<file path="config.mk">
export PLATFORM = sky130hd
export DESIGN_NAME = instr_fetch_unit
export DESIGN_NICKNAME = d
export VERILOG_FILES = /design/src/rtl/instr_fetch_unit.sv
export SDC_FILE = /design/constraint.sdc
export NUM_CORES = 1
export LEC_CHECK = 0
export ABC_AREA = 1
export CORE_MARGIN = 4
export CORE_UTILIZATION = 25
export DETAILED_ROUTE_END_ITERATION = 12
export HOLD_SLACK_MARGIN = 0.08
export PLACE_DENSITY = 0.55
export SLEW_MARGIN = 20
export SYNTH_ARGS = -nofsm -noshare
export SYNTH_HDL_FRONTEND = slang
export SYNTH_SLANG_ARGS = --single-unit
</file>
<file path="constraint.sdc">
create_clock -name CLK -period 2.3 [get_ports CLK]
set_input_delay 0.46 -clock CLK [delete_from_list [all_inputs] [get_ports CLK]]
set_output_delay 0.46 -clock CLK [all_outputs]
set_load 0.005 [all_outputs]
</file>
<file path="src/rtl/instr_fetch_unit.sv">
// Instruction fetch stage: program counter, ready-handshake memory read, instruction register.
// Define FETCH_TIMEOUT_EN to build the wait-cycle timeout with a sticky FAULT flag.
module instr_fetch_unit #(
    parameter int unsigned          ADDR_WIDTH     = 26,
    parameter int unsigned          DATA_WIDTH     = 32,
    parameter logic [ADDR_WIDTH-1:0] PC_RESET      = 26'h0001000,
    parameter int unsigned          TIMEOUT_CYCLES = 15
) (
    input  logic                  CLK,
    input  logic                  RST,
    input  logic                  FETCH_REQ,
    input  logic                  PC_LOAD,
    input  logic [ADDR_WIDTH-1:0] PC_NEXT,
    input  logic                  MEM_READY,
    input  logic [DATA_WIDTH-1:0] MEM_DATA,
    output logic                  MEM_READ,
    output logic [ADDR_WIDTH-1:0] MEM_ADDR,
    output logic [DATA_WIDTH-1:0] INSTRUCTION,
    output logic [ADDR_WIDTH-1:0] PC,
    output logic [ADDR_WIDTH-1:0] PC_INC,
    output logic                  IR_VALID,
    output logic                  BUSY,
    output logic                  FAULT
);

    typedef enum logic {
        IDLE = 1'b0,
        REQ  = 1'b1
    } state_t;

    state_t                  state;
    state_t                  state_d;
    logic [ADDR_WIDTH-1:0]   pc_d;
    logic [ADDR_WIDTH-1:0]   mem_addr_d;
    logic [DATA_WIDTH-1:0]   instr_d;
    logic                    mem_read_d;
    logic                    ir_valid_d;
    logic                    busy_d;
    logic                    pend_valid;
    logic                    pend_valid_d;
    logic [ADDR_WIDTH-1:0]   pend_pc;
    logic [ADDR_WIDTH-1:0]   pend_pc_d;
    logic                    fault_q;

`ifdef FETCH_TIMEOUT_EN
    localparam logic [7:0] TIMEOUT_LAST = 8'(TIMEOUT_CYCLES - 1);
    logic       fault_d;
    logic [7:0] wait_cnt;
    logic [7:0] wait_cnt_d;
`else
    assign fault_q = 1'b0;
`endif

    assign PC_INC = ADDR_WIDTH'(PC + 1'b1);
    assign FAULT  = fault_q;

    // State and output registers; reset also discards any in-flight fetch.
    always_ff @(posedge CLK or negedge RST) begin
        if (!RST) begin
            state       <= IDLE;
            PC          <= PC_RESET;
            INSTRUCTION <= '0;
            MEM_ADDR    <= '0;
            MEM_READ    <= 1'b0;
            IR_VALID    <= 1'b0;
            BUSY        <= 1'b0;
            pend_valid  <= 1'b0;
            pend_pc     <= '0;
`ifdef FETCH_TIMEOUT_EN
            fault_q     <= 1'b0;
            wait_cnt    <= 8'd0;
`endif
        end else begin
            state       <= state_d;
            PC          <= pc_d;
            INSTRUCTION <= instr_d;
            MEM_ADDR    <= mem_addr_d;
            MEM_READ    <= mem_read_d;
            IR_VALID    <= ir_valid_d;
            BUSY        <= busy_d;
            pend_valid  <= pend_valid_d;
            pend_pc     <= pend_pc_d;
`ifdef FETCH_TIMEOUT_EN
            fault_q     <= fault_d;
            wait_cnt    <= wait_cnt_d;
`endif
        end
    end

    // Next-state and next-output logic.
    always_comb begin
        state_d      = state;
        pc_d         = PC;
        mem_addr_d   = MEM_ADDR;
        instr_d      = INSTRUCTION;
        mem_read_d   = MEM_READ;
        ir_valid_d   = IR_VALID;
        busy_d       = BUSY;
        pend_valid_d = pend_valid;
        pend_pc_d    = pend_pc;
`ifdef FETCH_TIMEOUT_EN
        fault_d      = fault_q;
        wait_cnt_d   = wait_cnt;
`endif
        case (state)
            IDLE: begin
                if (PC_LOAD) begin
                    pc_d = PC_NEXT;
                end
                if (FETCH_REQ && !fault_q) begin
                    mem_addr_d   = PC_LOAD ? PC_NEXT : PC;
                    mem_read_d   = 1'b1;
                    busy_d       = 1'b1;
                    ir_valid_d   = 1'b0;
                    pend_valid_d = 1'b0;
                    state_d      = REQ;
`ifdef FETCH_TIMEOUT_EN
                    wait_cnt_d   = 8'd0;
`endif
                end
            end
            REQ: begin
                if (MEM_READY) begin
                    instr_d      = MEM_DATA;
                    ir_valid_d   = 1'b1;
                    mem_read_d   = 1'b0;
                    busy_d       = 1'b0;
                    pend_valid_d = 1'b0;
                    state_d      = IDLE;
                    // A load on the completion edge beats a pending target, which beats increment.
                    if (PC_LOAD) begin
                        pc_d = PC_NEXT;
                    end else if (pend_valid) begin
                        pc_d = pend_pc;
                    end else begin
                        pc_d = ADDR_WIDTH'(MEM_ADDR + 1'b1);
                    end
                end else begin
                    if (PC_LOAD) begin
                        pend_valid_d = 1'b1;
                        pend_pc_d    = PC_NEXT;
                    end
`ifdef FETCH_TIMEOUT_EN
                    wait_cnt_d = 8'(wait_cnt + 8'd1);
                    if (wait_cnt == TIMEOUT_LAST) begin
                        mem_read_d   = 1'b0;
                        busy_d       = 1'b0;
                        fault_d      = 1'b1;
                        pend_valid_d = 1'b0;
                        state_d      = IDLE;
                        if (PC_LOAD) begin
                            pc_d = PC_NEXT;
                        end else if (pend_valid) begin
                            pc_d = pend_pc;
                        end
                    end
`endif
                end
            end
            default: state_d = IDLE;
        endcase
    end

endmodule

</file>
==> results.rst <==
.. list-table::
   :header-rows: 1

   * - Metric
     - Value
   * - Width of the die
     - 167 um
   * - Least setup slack across all paths after layout
     - -257 ps
   * - Peak supply drop
     - 0.000390 V
   * - Cell variety after synth
     - 34
   * - Clock slew seen by the registers of the worst setup and hold paths
     - 60 ps
   * - Compound-cell area share of the yosys netlist
     - 13.5%
   * - Share of synthesized area spent on multiplexers
     - 0%
   * - Share of the synthesized area in the top cell type
     - 44.6%
   * - Area taken by multi-input logic gates
     - 0.00310 mm^2
   * - Standby leakage power
     - 4.51 nW
   * - Share of synthesized cell area in and, or, nand and nor gates
     - 28.7%
   * - Total of max-cap violations
     - 0
   * - Power per cell area
     - 921 mW/mm^2
   * - CTS sink count
     - 114
   * - Count of standard-cell rows
     - 58
   * - Synth top area cells
     - dfrtp_1 45%, nand2_1 17%, inv_1 4.6%, xor2_1 4.4%, a21oi_1 4.3%
   * - Part of the cycle the worst path needs
     - 111%
   * - Startpoint of the most critical register-to-register path
     - MEM_ADDR[1]
   * - Violated checks
     - negative setup slack
   * - Post-detailed-route wirelength per cell
     - 16.9 um
   * - Combinational family with the most area after synthesis
     - simple AND/OR/NAND/NOR gates
   * - Class of the most critical setup path
     - reg -> out
   * - Setup slack after placement
     - -120 ps
   * - Signed area change from the synthesized netlist to the final layout
     - 51.5%
   * - Placeable Area
     - 0.0250 mm^2
   * - Count of TritonRoute iterations in the first routing pass
     - 5
   * - Async SR Flop Fraction
     - 100%
   * - Number of hold buffers added after CTS
     - 0
   * - Maximum number of pins on one net before global-route repair
     - 115
   * - Maximum level of the CTS H-tree
     - 4
   * - Via count
     - 6572
   * - Initial core utilization
     - 25.3%
   * - Number of enable flip-flop cells after synthesis
     - 0
   * - Yosys synthesis warning count
     - 0
   * - Skew-Pair Late Insertion Delay
     - 420 ps
   * - Flop-to-flop setup slack
     - 420 ps
   * - Endpoint of the worst-slack reg-to-reg timing path
     - PC[14]
   * - Half-perimeter wire length after placement
     - 18.1 mm
   * - # fillers
     - 2632
   * - Arithmetic-cell share of the synthesized area counting full adders, half adders and majority gates
     - 0.395%
   * - Max Transition Viols Final
     - 0
   * - Average cell area after synthesis
     - 7.43 um^2
   * - Number of global-route vias before repair
     - 6688
   * - Data required time at the worst endpoint
     - 1840 ps
   * - Gate count after technology mapping
     - 853
   * - Clock tree from TritonCTS
     - yes
   * - PortBufs
     - 175
   * - Total track usage
     - 17.2%
   * - Cell area after synthesis
     - 0.00634 mm^2
   * - Clock Tree Root
     - clkbuf_16
   * - Timing-limited maximum frequency
     - 0.391 GHz
   * - R2R depth
     - 8
   * - Total DRC errors in the routed layout
     - 0
   * - Number of antenna violations at the first check in global routing
     - 0
   * - Setup Viol. Count Final
     - 17
   * - Data arrival, critical path
     - 2100 ps
   * - Maximum clock skew at final layout
     - 5.83 ps
   * - Shortest clock period the worst path allows after layout
     - 2560 ps
   * - Type of origin of the critical path
     - flop
   * - Final nets
     - 1156
   * - DRT Wirelength
     - 24.3 mm
   * - IO Pins
     - 177
   * - Net count after synthesis
     - 918
   * - Routability congestion estimate from global placement
     - 0.855
   * - CP Max Fanout
     - 3
   * - Least-Margin Pin Slew
     - 652 ps
   * - Final instance area
     - 0.00960 mm^2
   * - Diode insertion count for antenna repair
     - 0
   * - Maximum buffer depth of the clock tree
     - 2
   * - Xor-xnor portion of the synthesized cell area
     - 4.56%
   * - Primary flip-flop cell chosen by synthesis mapping
     - dfrtp_1
   * - Number of DRC markers after the initial detailed-route iteration
     - 397
   * - Fraction of final layout cells sized beyond drive strength 1
     - 16.2%
   * - TritonCTS buffer count
     - 17
   * - Crit end category
     - output pin
   * - Result of the run
     - finished, violations left
   * - Overflow left after global routing
     - 0
   * - Cell accounting for the most synthesized area
     - dfrtp_1
   * - Via-to-Cell Ratio
     - 4.58
   * - Number of hold-slack violations in the final timing report
     - 0
   * - Register area
     - 0.00285 mm^2
   * - Path class of the lowest-slack min-delay path
     - in -> async
   * - Die Footprint
     - 0.0280 mm^2
   * - Tightest slew margin relative to the limit
     - 56.5%
   * - Die extent in y
     - 167 um
   * - Unrepaired setup endpoints after global routing
     - true
   * - Design Power
     - 8.85 mW
   * - Post-synthesis sequential area ratio
     - 45.0%
   * - Placed standard-cell area
     - 0.00887 mm^2
   * - Antenna violation net count after detailed routing
     - 0
   * - Global-route wire length before repair
     - 37.9 mm
   * - Number of storage elements in the synthesis netlist
     - 114
==> worst max path at each step <==
stage | start | end | slack (ps) | cells after the start
floorplan | PC[0] | PC_INC[22] | 410 | 7
global placement | PC[1] | PC_INC[22] | -70 | 8
detailed placement | PC[1] | PC_INC[22] | -120 | 8
global route | PC[1] | PC_INC[13] | -380 | 9
finish | PC[1] | PC_INC[23] | -260 | 10
CTS | PC[1] | PC_INC[23] | -340 | 10
==> critical path, cell delays in order (launching register included) <==
cell and delay (ps):
dfrtp_1 430, buf_6 140, inv_4 30, nor3_4 250, buf_6 140, nand3_4 80
nor2_4 140, buf_6 110, nand4_1 80, xor2_1 160, buf_2 120
==> cell type report <==
type	count	share of cell area [%]
inverters	82	3.23
well taps	330	4.30
clock buffers	22	4.94
multi-input cells	618	32.3
flip-flops and latches	114	29.7
clock inverters	10	1.12
repair buffers	258	24.4
==> cells in the mapped netlist (6+ instances only) <==
master / count
o22ai_1: 25
xor2_1: 32
buf_2: 14
dfrtp_1: 113
a22oi_1: 11
inv_1: 77
nor2_1: 70
a21oi_1: 55
o21ai_0: 54
nand3_2: 6
nand2_1: 290
clkbuf_1: 20
a31oi_1: 7
nand3_1: 28
nor3_1: 6
==> report_power, final <==
part | switching (mW) | leakage [nW] | internal [mW]
clock network | 0.967 | 0.282 | 1.67
logic | 1.63 | 2.83 | 1.62
registers | 0.453 | 1.39 | 2.51
total | 3.05 | 4.51 | 5.80
==> placed cells by master, fill, tap and decap left out, drive strengths merged <==
cell / count
dlygate4sd2: 2
xnor2: 1
nor3: 11
a22oi: 11
clkbuf: 24
clkinv: 6
o22ai: 25
o21ai: 55
nand2: 293
ha: 2
clkinvlp: 3
nor2: 78
a21oi: 55
dfrtp: 113
nand3b: 3
nand4: 5
o21bai: 2
a31oi: 7
dfstp: 1
inv: 81
nor4: 2
bufinv: 2
conb: 1
a21boi: 1
nand3: 34
buf: 105
clkdlybuf4s50: 148
xor2: 32
dlymetal6s2s: 1
==> state kept, by name, indices dropped and copies added, names as in the netlist <==
register	count
BUSY	1
INSTRUCTION	32
IR_VALID	1
MEM_ADDR	26
PC	26
pend_pc	26
pend_valid	1
state	1
==> routing by layer <==
layer  up-vias  track usage (%)  share of wire [%]
met4         0             6.00                2.3
met2       231             29.2                 49
li1       3220                -                  -
met3        31             5.29                7.5
met5         -                0                  0
met1      3090             20.9                 41
==> per-stage QoR <==
step | TNS (ps) | hold slack [ps] | instances | utilization [%]
CTS | -4200 | 163 | 1432 | 38.1
floorplan | 0 | 164 | 853 | -
finish | -3170 | 109 | 1434 | 38.4
detailed placement | -401 | 467 | 1387 | 35.4
global placement | -145 | 461 | 1387 | 35.4
global route | -5210 | 161 | 1434 | 38.4
==> what timing repair did <==
item                                    4_1_cts  5_1_grt
setup buffers                                16        4
resized for setup                           105       18
endpoints found under the setup margin       24       22
pin swaps                                    23       20
==> cell families (layout without fill, tap and decap cells) <==
kind of cell	count (synthesis)	count (layout)
and+or+nand+nor	426	426
xor gates and xnor gates	33	33
AOI/OAI and AO/OA	156	156
other	1	1
DFF	114	114
adders and majority gates	2	2
buffers and inverters	121	372
Note: power is estimated with default switching activity, not from simulation.
